### src/rtl/mat_result_sink_if.sv
// Handshake bundle between the matrix multiplier, the result sink and its consumer.
// master = producer/consumer side (drives beats, accepts head); slave = the sink itself.
interface mat_result_sink_if #(
  parameter int unsigned inWidth    = 11,
  parameter int unsigned outWidth   = 8,
  parameter int unsigned levelWidth = 3
);

  logic [inWidth-1:0]    in;
  logic                  valid_in;
  logic                  last_in;
  logic                  ready_in;
  logic [outWidth-1:0]   out;
  logic                  valid_out;
  logic                  last_out;
  logic                  ready_out;
  logic [levelWidth-1:0] level;
  logic                  err;

  modport master (
    output in,
    output valid_in,
    output last_in,
    output ready_out,
    input  ready_in,
    input  out,
    input  valid_out,
    input  last_out,
    input  level,
    input  err
  );

  modport slave (
    input  in,
    input  valid_in,
    input  last_in,
    input  ready_out,
    output ready_in,
    output out,
    output valid_out,
    output last_out,
    output level,
    output err
  );

endinterface

### src/rtl/mat_result_sink.sv
// Result sink: FWFT FIFO with narrowing at push and N*N-beat frame checking.
// Define RESULT_SAT_EN to saturate oversized elements instead of truncating them.
module mat_result_sink #(
  parameter int unsigned elementsNum = 4,
  parameter int unsigned dataWidth   = 4,
  parameter int unsigned depth       = 4,
  parameter int unsigned outWidth    = 8
) (
  input logic              clk,
  input logic              rst,
  mat_result_sink_if.slave bus
);

  localparam int unsigned RW    = dataWidth * 2 + $clog2(elementsNum) + 1;
  localparam int unsigned PW    = (depth > 1) ? $clog2(depth) : 1;
  localparam int unsigned LW    = $clog2(depth) + 1;
  localparam int unsigned EW    = outWidth + 1;
  localparam int unsigned FRAME = elementsNum * elementsNum;
  localparam int unsigned BW    = (FRAME > 1) ? $clog2(FRAME) : 1;

  localparam logic [LW-1:0] LevelFull = LW'(depth);
  localparam logic [BW-1:0] BcntLast  = BW'(FRAME - 1);

  logic [EW-1:0]       mem [depth];
  logic [PW-1:0]       wptr_q, rptr_q;
  logic [LW-1:0]       level_q, level_d;
  logic [BW-1:0]       bcnt_q, bcnt_d;
  logic                err_q, err_d;
  logic [EW-1:0]       hold_q;
  logic [EW-1:0]       head;
  logic [outWidth-1:0] narrow;
  logic                ready_in, valid_out, push, pop;
  logic [RW-1:0]       din;

  assign din       = bus.in;
  assign ready_in  = (level_q != LevelFull);
  assign valid_out = (level_q != '0);
  assign push      = bus.valid_in && ready_in;
  assign pop       = valid_out && bus.ready_out;
  assign head      = mem[rptr_q];

  always_comb begin
    narrow = din[outWidth-1:0];
`ifdef RESULT_SAT_EN
    if (RW > outWidth) begin
      if ((din >> outWidth) != '0) begin
        narrow = '1;
      end
    end
`endif
  end

  // Storage needs no reset: only entries between rptr and wptr are ever presented.
  always_ff @(posedge clk) begin
    if (push) begin
      mem[wptr_q] <= {bus.last_in, narrow};
    end
  end

  always_comb begin
    level_d = level_q;
    unique case ({push, pop})
      2'b10:   level_d = level_q + LW'(1);
      2'b01:   level_d = level_q - LW'(1);
      default: level_d = level_q;
    endcase
  end

  // A last on the terminal beat is the only legal end; either mismatch flags err and restarts.
  always_comb begin
    bcnt_d = bcnt_q;
    err_d  = err_q;
    if (push) begin
      if (bus.last_in || (bcnt_q == BcntLast)) begin
        bcnt_d = '0;
        if (bus.last_in != (bcnt_q == BcntLast)) begin
          err_d = 1'b1;
        end
      end else begin
        bcnt_d = bcnt_q + BW'(1);
      end
    end
  end

  always_ff @(posedge clk or posedge rst) begin
    if (rst) begin
      wptr_q  <= '0;
      rptr_q  <= '0;
      level_q <= '0;
      bcnt_q  <= '0;
      err_q   <= 1'b0;
      hold_q  <= '0;
    end else begin
      if (push) begin
        wptr_q <= wptr_q + PW'(1);
      end
      if (pop) begin
        rptr_q <= rptr_q + PW'(1);
        hold_q <= head;
      end
      level_q <= level_d;
      bcnt_q  <= bcnt_d;
      err_q   <= err_d;
    end
  end

  // When empty, present the last popped entry so out stays quiet and resets to zero.
  assign bus.out       = valid_out ? head[outWidth-1:0] : hold_q[outWidth-1:0];
  assign bus.last_out  = valid_out ? head[outWidth] : hold_q[outWidth];
  assign bus.valid_out = valid_out;
  assign bus.ready_in  = ready_in;
  assign bus.level     = level_q;
  assign bus.err       = err_q;

endmodule

### src/flat_wrapper.sv
// flat-port wrapper written by rule: the top's interface ports become plain ports
module mat_result_sink_flat 
#(
  parameter int unsigned elementsNum = 4,
  parameter int unsigned dataWidth   = 4,
  parameter int unsigned depth       = 4,
  parameter int unsigned outWidth    = 8
)
  (clk, rst, bus_in, bus_valid_in, bus_last_in, bus_ready_out, bus_ready_in, bus_out, bus_valid_out, bus_last_out, bus_level, bus_err);
  mat_result_sink_if #(.inWidth(11), .outWidth(outWidth), .levelWidth(3)) bus_i ();
  input logic clk;
  input logic rst;
  input wire logic [$bits(bus_i.in)-1:0] bus_in;
  input wire logic [$bits(bus_i.valid_in)-1:0] bus_valid_in;
  input wire logic [$bits(bus_i.last_in)-1:0] bus_last_in;
  input wire logic [$bits(bus_i.ready_out)-1:0] bus_ready_out;
  output wire logic [$bits(bus_i.ready_in)-1:0] bus_ready_in;
  output wire logic [$bits(bus_i.out)-1:0] bus_out;
  output wire logic [$bits(bus_i.valid_out)-1:0] bus_valid_out;
  output wire logic [$bits(bus_i.last_out)-1:0] bus_last_out;
  output wire logic [$bits(bus_i.level)-1:0] bus_level;
  output wire logic [$bits(bus_i.err)-1:0] bus_err;
  assign bus_i.in = bus_in;
  assign bus_i.valid_in = bus_valid_in;
  assign bus_i.last_in = bus_last_in;
  assign bus_i.ready_out = bus_ready_out;
  assign bus_ready_in = bus_i.ready_in;
  assign bus_out = bus_i.out;
  assign bus_valid_out = bus_i.valid_out;
  assign bus_last_out = bus_i.last_out;
  assign bus_level = bus_i.level;
  assign bus_err = bus_i.err;
  mat_result_sink #(.elementsNum(elementsNum), .dataWidth(dataWidth), .depth(depth), .outWidth(outWidth)) u_core (.clk(clk), .rst(rst), .bus(bus_i));
endmodule
### config.mk
export PLATFORM = sky130hd
export DESIGN_NAME = mat_result_sink_flat
export DESIGN_NICKNAME = d
export VERILOG_FILES = /design/src/rtl/mat_result_sink_if.sv /design/src/rtl/mat_result_sink.sv /design/src/flat_wrapper.sv
export SDC_FILE = /design/constraint.sdc
export NUM_CORES = 1
export LEC_CHECK = 0
export CAP_MARGIN = 25
export CORE_MARGIN = 1
export CORE_UTILIZATION = 40
export CTS_CLUSTER_SIZE = 24
export DETAILED_ROUTE_END_ITERATION = 7
export PLACE_DENSITY = 0.7
export RECOVER_POWER = 100
export SLEW_MARGIN = 20
export SYNTH_ARGS = -nofsm -noshare
export SYNTH_HDL_FRONTEND = slang
export SYNTH_SLANG_ARGS = --single-unit
### constraint.sdc
create_clock -name clk -period 3.56 [get_ports clk]
set_input_delay 0.534 -clock clk [delete_from_list [all_inputs] [get_ports clk]]
set_output_delay 0.534 -clock clk [all_outputs]
set_load 0.1 [all_outputs]
==> flow_summary.json, run 1 <==
{
  "dieArea_um2": 6438,
  "ios": 31,
  "num_rows": 28,
  "hold_viol": 0,
  "path_cells": "mux4_2 -> mux2_2 -> clkbuf_2",
  "max_freq_ghz": 0.3438,
  "cts.repair.resized": 0,
  "io_buffers": 27,
  "finalSetupViolations": 0,
  "startpoint": "u_core.rptr_q[0]",
  "fin_crit_sh_pct": 81.70,
  "synthesis.area_um2": 2449,
  "synth.avg_cell_area_um2": 17.49,
  "maxSlewViolCount": 0,
  "initial_core_util_pct": 41.36,
  "yosysSeqAreaShare_pct": 65.61,
  "postCtsSetupBuffers": 0,
  "dpl.hpwl_mm": 2.820,
  "layout_commonest_cell": "edfxtp_1",
  "drt_pass1_iterations": 4,
  "holdCritStartpoint": "u_core.bus.err",
  "synth_edf_count": 36,
  "relSlewSlack_pct": 23.20,
  "worstPathRequired_ns": 3.03,
  "max_cap_violations": 0,
  "num_vias": 1267,
  "insertedDiodeCount": 0,
  "fin_nets": 196,
  "vias_per_cell": 5.028,
  "wl_per_cell_um": 16.33,
  "worst_slew_pin_slew_ns": 1.157,
  "clockBufferDepth": 2,
  "grt_setup_unrepaired": "no",
  "grt_start_max_net_pins": 22,
  "cp_top_family": "multiplexers",
  "htree_levels": 3,
  "grt.met1_usage_pct": 16.68,
  "overflow": 0,
  "syn-instance-count": 140,
  "hp-class": "flip-flop to flip-flop",
  "grt_use_total_pct": 14.93,
  "synth_top_area_share_pct": 44.15,
  "ys.flop_type": "edfxtp_1",
  "layout_common_cells": "36 x edfxtp_1, 21 x dfrtp_1, 18 x mux2_2, 16 x dlygate4sd3_1",
  "cts_tree": "done",
  "insertion_delay_ns": 0.33,
  "outcome": "complete, no violations",
  "multiInputGateArea_um2": 754.5,
  "wirelength_mm": 4.116,
  "startpoint_type": "flip-flop",
  "cp_max_fo": 11,
  "timing.rr.start": "u_core.bus.level[0]",
  "busiest_layer": "met2",
  "grt_use_met2_pct": 25.13,
  "fillers": 482,
  "place.gp.congestion": 0.7509,
  "ys_ff_latch": 57,
  "async_flop_share_pct": 36.84,
  "drc": 0,
  "grt_pass1_vias": 1351,
  "met3_usage_pct": 6.250,
  "ctsHoldBuffers": 0,
  "endpoint_kind": "output port",
  "drive_gt1_share_pct": 28.81,
  "final.setup.tns_ns": 0,
  "slowest_stage": "dfrtp_1",
  "cts_root_buf": "clkbuf_8",
  "clk_pin_slew_ns": 0.06,
  "ys_types": 29,
  "path_class": "flip-flop to output port",
  "synth_warnings": 0,
  "clock_sinks": 57,
  "die_width_um": 80.24,
  "cts_buffers": 9,
  "drt_iter0_drc": 75,
  "syn-num-nets": 164,
  "yosys.area.top_type": "edfxtp_1",
  "critPathMaxStageDelay_ns": 0.77,
  "period_minus_slack_ns": 2.909,
  "fin_skew_ns": 0.006391,
  "regArea_um2": 1607,
  "area_growth_pct": 19.16,
  "grt_pass1_wl_mm": 6.658,
  "final_antenna_net_count": 0,
  "antenna_found_initial": 0,
  "synthTopCellsByArea": "edfxtp_1 44%, dfrtp_1 21%, mux2_2 8.3%",
  "core-area_um2": 5921,
  "die_h_um": 80.24,
  "worstPathArrival_ns": 2.37,
  "cp_num_buf_inv": 1
}
-- routing by layer --
layer,up-vias,wire (um),part of all wire [%]
met4,0,36,0.87
met2,25,2226,54
met1,648,1698,41
li1,590,-,-
met3,4,154,3.7
met5,-,0,0
-- area by class of cell --
cell class	count	share of cell area, %
multi-input combinational	68	25.86
clock buffer	10	4.374
sequential	57	55.06
timing repair buffer	27	7.504
inverter	9	1.158
tap	75	3.216
clock inverter	6	2.830
-- worst register-to-register path, delay by kind of cell, from the launching register on --
kind | cells | cell delay [ns]
flops | 1 | 0.44
fa+ha+maj | 2 | 0.56
simple gates | 3 | 1.01
xor+xnor | 2 | 0.30
buf+inv | 2 | 0.18
-- Yosys cell counts, types with 2 or more instances --
| library cell | number |
|---|---|
| nand3_1 | 4 |
| edfxtp_1 | 36 |
| mux4_2 | 9 |
| xor2_1 | 3 |
| mux2_2 | 18 |
| xnor2_1 | 3 |
| buf_6 | 2 |
| mux2i_1 | 3 |
| nand2_1 | 2 |
| nand2b_1 | 2 |
| dfrtp_1 | 21 |
| ha_1 | 7 |
| and3_2 | 4 |
| inv_1 | 9 |
| buf_2 | 3 |
-- kinds of logic (layout without fill, tap and decap cells) --
group,Yosys count,after routing,synth area share (%)
xor+xnor,6,6,2.147
simple gates,18,18,4.599
fa+ha+maj,8,8,4.394
buf+inv,15,52,3.065
mux,31,31,18.40
flops,57,57,65.61
compound gates,5,5,1.789
-- through the flow --
step | hold WS [ns] | utilization [%] | instances | instance area [um^2] | setup slack, ns
2_1_floorplan | 0.4766 | - | 140 | 2449 | 0.5859
3_3_place_gp | 0.4448 | 46.39 | 236 | 2746 | 1.083
3_5_place_dp | 0.4549 | 46.39 | 236 | 2746 | 1.010
4_1_cts | 0.4726 | 49.94 | 252 | 2957 | 0.6882
5_1_grt | 0.4709 | 49.28 | 252 | 2918 | 0.5160
6_report | 0.4630 | 49.28 | 252 | 2918 | 0.6514
-- state kept, by name (all words and copies together), names as in the netlist --
name and cells:
u_core.wptr_q 2, u_core.hold_q 9, u_core.bcnt_q 4, u_core.bus.level 3
u_core.mem 36, u_core.rptr_q 2, u_core.bus.err 1
-- path summary, 6_finish.rpt --
kind,end,slack [ns],cells past startpoint
worst max-delay path,bus_out[1],0.65,3
worst min-delay path,u_core.bus.err,0.46,1
worst max register to register,u_core.bus.level[2],0.99,9
worst min register to register,u_core.bus.err,0.46,1
max in group asynchronous,u_core.wptr_q[1],2.21,2
min in group asynchronous,u_core.hold_q[2],0.82,2
Power of run 1 is left out: the tool's default activity adds up to more than one toggle a clock period on the data nets, which glitch-free logic cannot reach.
==> run 2, diff against run 1 <==
--- a/config.mk
+++ b/config.mk
@@ -10,7 +10,7 @@
 export CORE_UTILIZATION = 40
 export CTS_CLUSTER_SIZE = 24
 export DETAILED_ROUTE_END_ITERATION = 7
-export PLACE_DENSITY = 0.7
+export PLACE_DENSITY = 0.72
 export RECOVER_POWER = 100
 export SLEW_MARGIN = 20
 export SYNTH_ARGS = -nofsm -noshare
==> constraint.sdc (replaced) <==
create_clock -name clk -period 2.49 [get_ports clk]
set_input_delay 0.3735 -clock clk [delete_from_list [all_inputs] [get_ports clk]]
set_output_delay 0.3735 -clock clk [all_outputs]
set_load 0.1 [all_outputs]
==> run 2 against run 1 <==
Critical path depth did not move. Clock skew is 0.0011 ns higher. Via count rose by 1.3%. Register-to-register slack got worse by 0.83 ns. First-iteration DRC count increased by 16%. Critical path type unchanged. Critical endpoint is now bus_out[6]. Largest cell class unchanged.
==> flow_summary.json, run 2 (synthesized netlist as in run 1, its figures left out) <==
{
  "outcome": "complete, no violations",
  "max_freq_ghz": 0.4177,
  "postCtsSetupBuffers": 0,
  "die_width_um": 80.24,
  "path_class": "flip-flop to output port",
  "worstPathArrival_ns": 2.02,
  "hold_viol": 0,
  "area_growth_pct": 24.53,
  "drive_gt1_share_pct": 33.52,
  "drt_iter0_drc": 87,
  "largest_reg_flops": 36,
  "overflow": 0,
  "cts.repair.resized": 0,
  "io_buffers": 27,
  "period_minus_slack_ns": 2.394,
  "worstPathRequired_ns": 2.12,
  "finalSetupViolations": 0,
  "num_rows": 28,
  "core-area_um2": 5921,
  "fin_crit_sh_pct": 96.14,
  "ctsHoldBuffers": 0,
  "place.gp.congestion": 0.7540,
  "endpoint_kind": "output port",
  "insertedDiodeCount": 0,
  "clk_pin_slew_ns": 0.06,
  "final_antenna_net_count": 0,
  "cts_tree": "done",
  "grt_pass1_vias": 1393,
  "maxSlewViolCount": 0,
  "insertion_delay_ns": 0.33,
  "cts_root_buf": "clkbuf_8",
  "drt_pass1_iterations": 4,
  "fin_nets": 199,
  "grt_setup_unrepaired": "no",
  "drc": 0,
  "htree_levels": 3,
  "layout_common_cells": "36 x edfxtp_1, 18 x mux2_2, 18 x dfrtp_1, 11 x dlygate4sd3_1",
  "hp-class": "flip-flop to flip-flop",
  "cts_buffers": 9,
  "top_regs": "u_core.mem: 36 flops, u_core.hold_q: 9 flops, u_core.bcnt_q: 4 flops",
  "startpoint_type": "flip-flop",
  "dieArea_um2": 6438,
  "final.setup.tns_ns": 0,
  "largest-register": "u_core.mem",
  "grt_start_max_net_pins": 13,
  "fin_skew_ns": 0.007485,
  "clock_sinks": 57,
  "initial_core_util_pct": 41.36,
  "worst_slew_pin_slew_ns": 1.171,
  "dpl.hpwl_mm": 2.989,
  "wl_per_cell_um": 17.13,
  "ios": 31,
  "dp_cells": 239,
  "vias_per_cell": 5.055,
  "grt_use_total_pct": 15.42,
  "rrSetupSlack_ns": 0.16,
  "wirelength_mm": 4.350,
  "max_cap_violations": 0,
  "final_cells": 254,
  "antenna_found_initial": 0,
  "die_h_um": 80.24,
  "clockBufferDepth": 2,
  "cp_max_fo": 10,
  "grt_pass1_wl_mm": 6.775,
  "hold_ws_ns": 0.4616,
  "layout_commonest_cell": "edfxtp_1",
  "num_vias": 1284,
  "relSlewSlack_pct": 22.28
}
-- run 2: worst paths after layout --
kind	startpoint	end	cells after the start
setup / recovery	u_core.bus.level[0]	bus_out[6]	3
hold / removal	u_core.bus.err	u_core.bus.err	1
setup reg to reg	u_core.bus.level[1]	u_core.bus.level[2]	9
hold reg to reg	u_core.bus.err	u_core.bus.err	1
max in group asynchronous	rst	u_core.bus.level[1]	3
min in group asynchronous	rst	u_core.hold_q[8]	2
-- run 2: through the flow --
| stage | util (%) | setup WS [ns] | area (um^2) |
|---|---|---|---|
| 2_1_floorplan | - | -0.04132 | 2486 |
| 3_3_place_gp | 48.94 | 0.2973 | 2898 |
| 3_5_place_dp | 48.94 | 0.2078 | 2898 |
| 4_1_cts | 52.32 | 0.06221 | 3098 |
| 5_1_grt | 51.50 | 0.04412 | 3049 |
| 6_report | 51.50 | 0.09621 | 3049 |
-- run 2: final cells by class --
cell class | instances | area (um^2)
clock buffers | 11 | 131.4
clock inverters | 4 | 68.82
multi-input cells | 68 | 763.2
flip-flops and latches | 57 | 1618
inverters | 9 | 33.78
well taps | 75 | 93.84
repair buffers | 30 | 340.3
fillers | 456 | 2872
-- run 2: layer usage --
metal / global-route usage (%) / wire length [um] / up-vias
met1: 16.88 / 1767 / 643
met4: 10.36 / 108 / 0
met5: 0 / 0 / -
met2: 25.47 / 2297 / 37
met3: 5.000 / 177 / 10
li1: - / - / 594
-- run 2: critical path, cell delays in order, from the launching register on --
cell,delay (ns)
dfrtp_4,0.50
or3_2,0.65
mux2_2,0.36
buf_12,0.17
Power of run 2 is left out for the same reason.
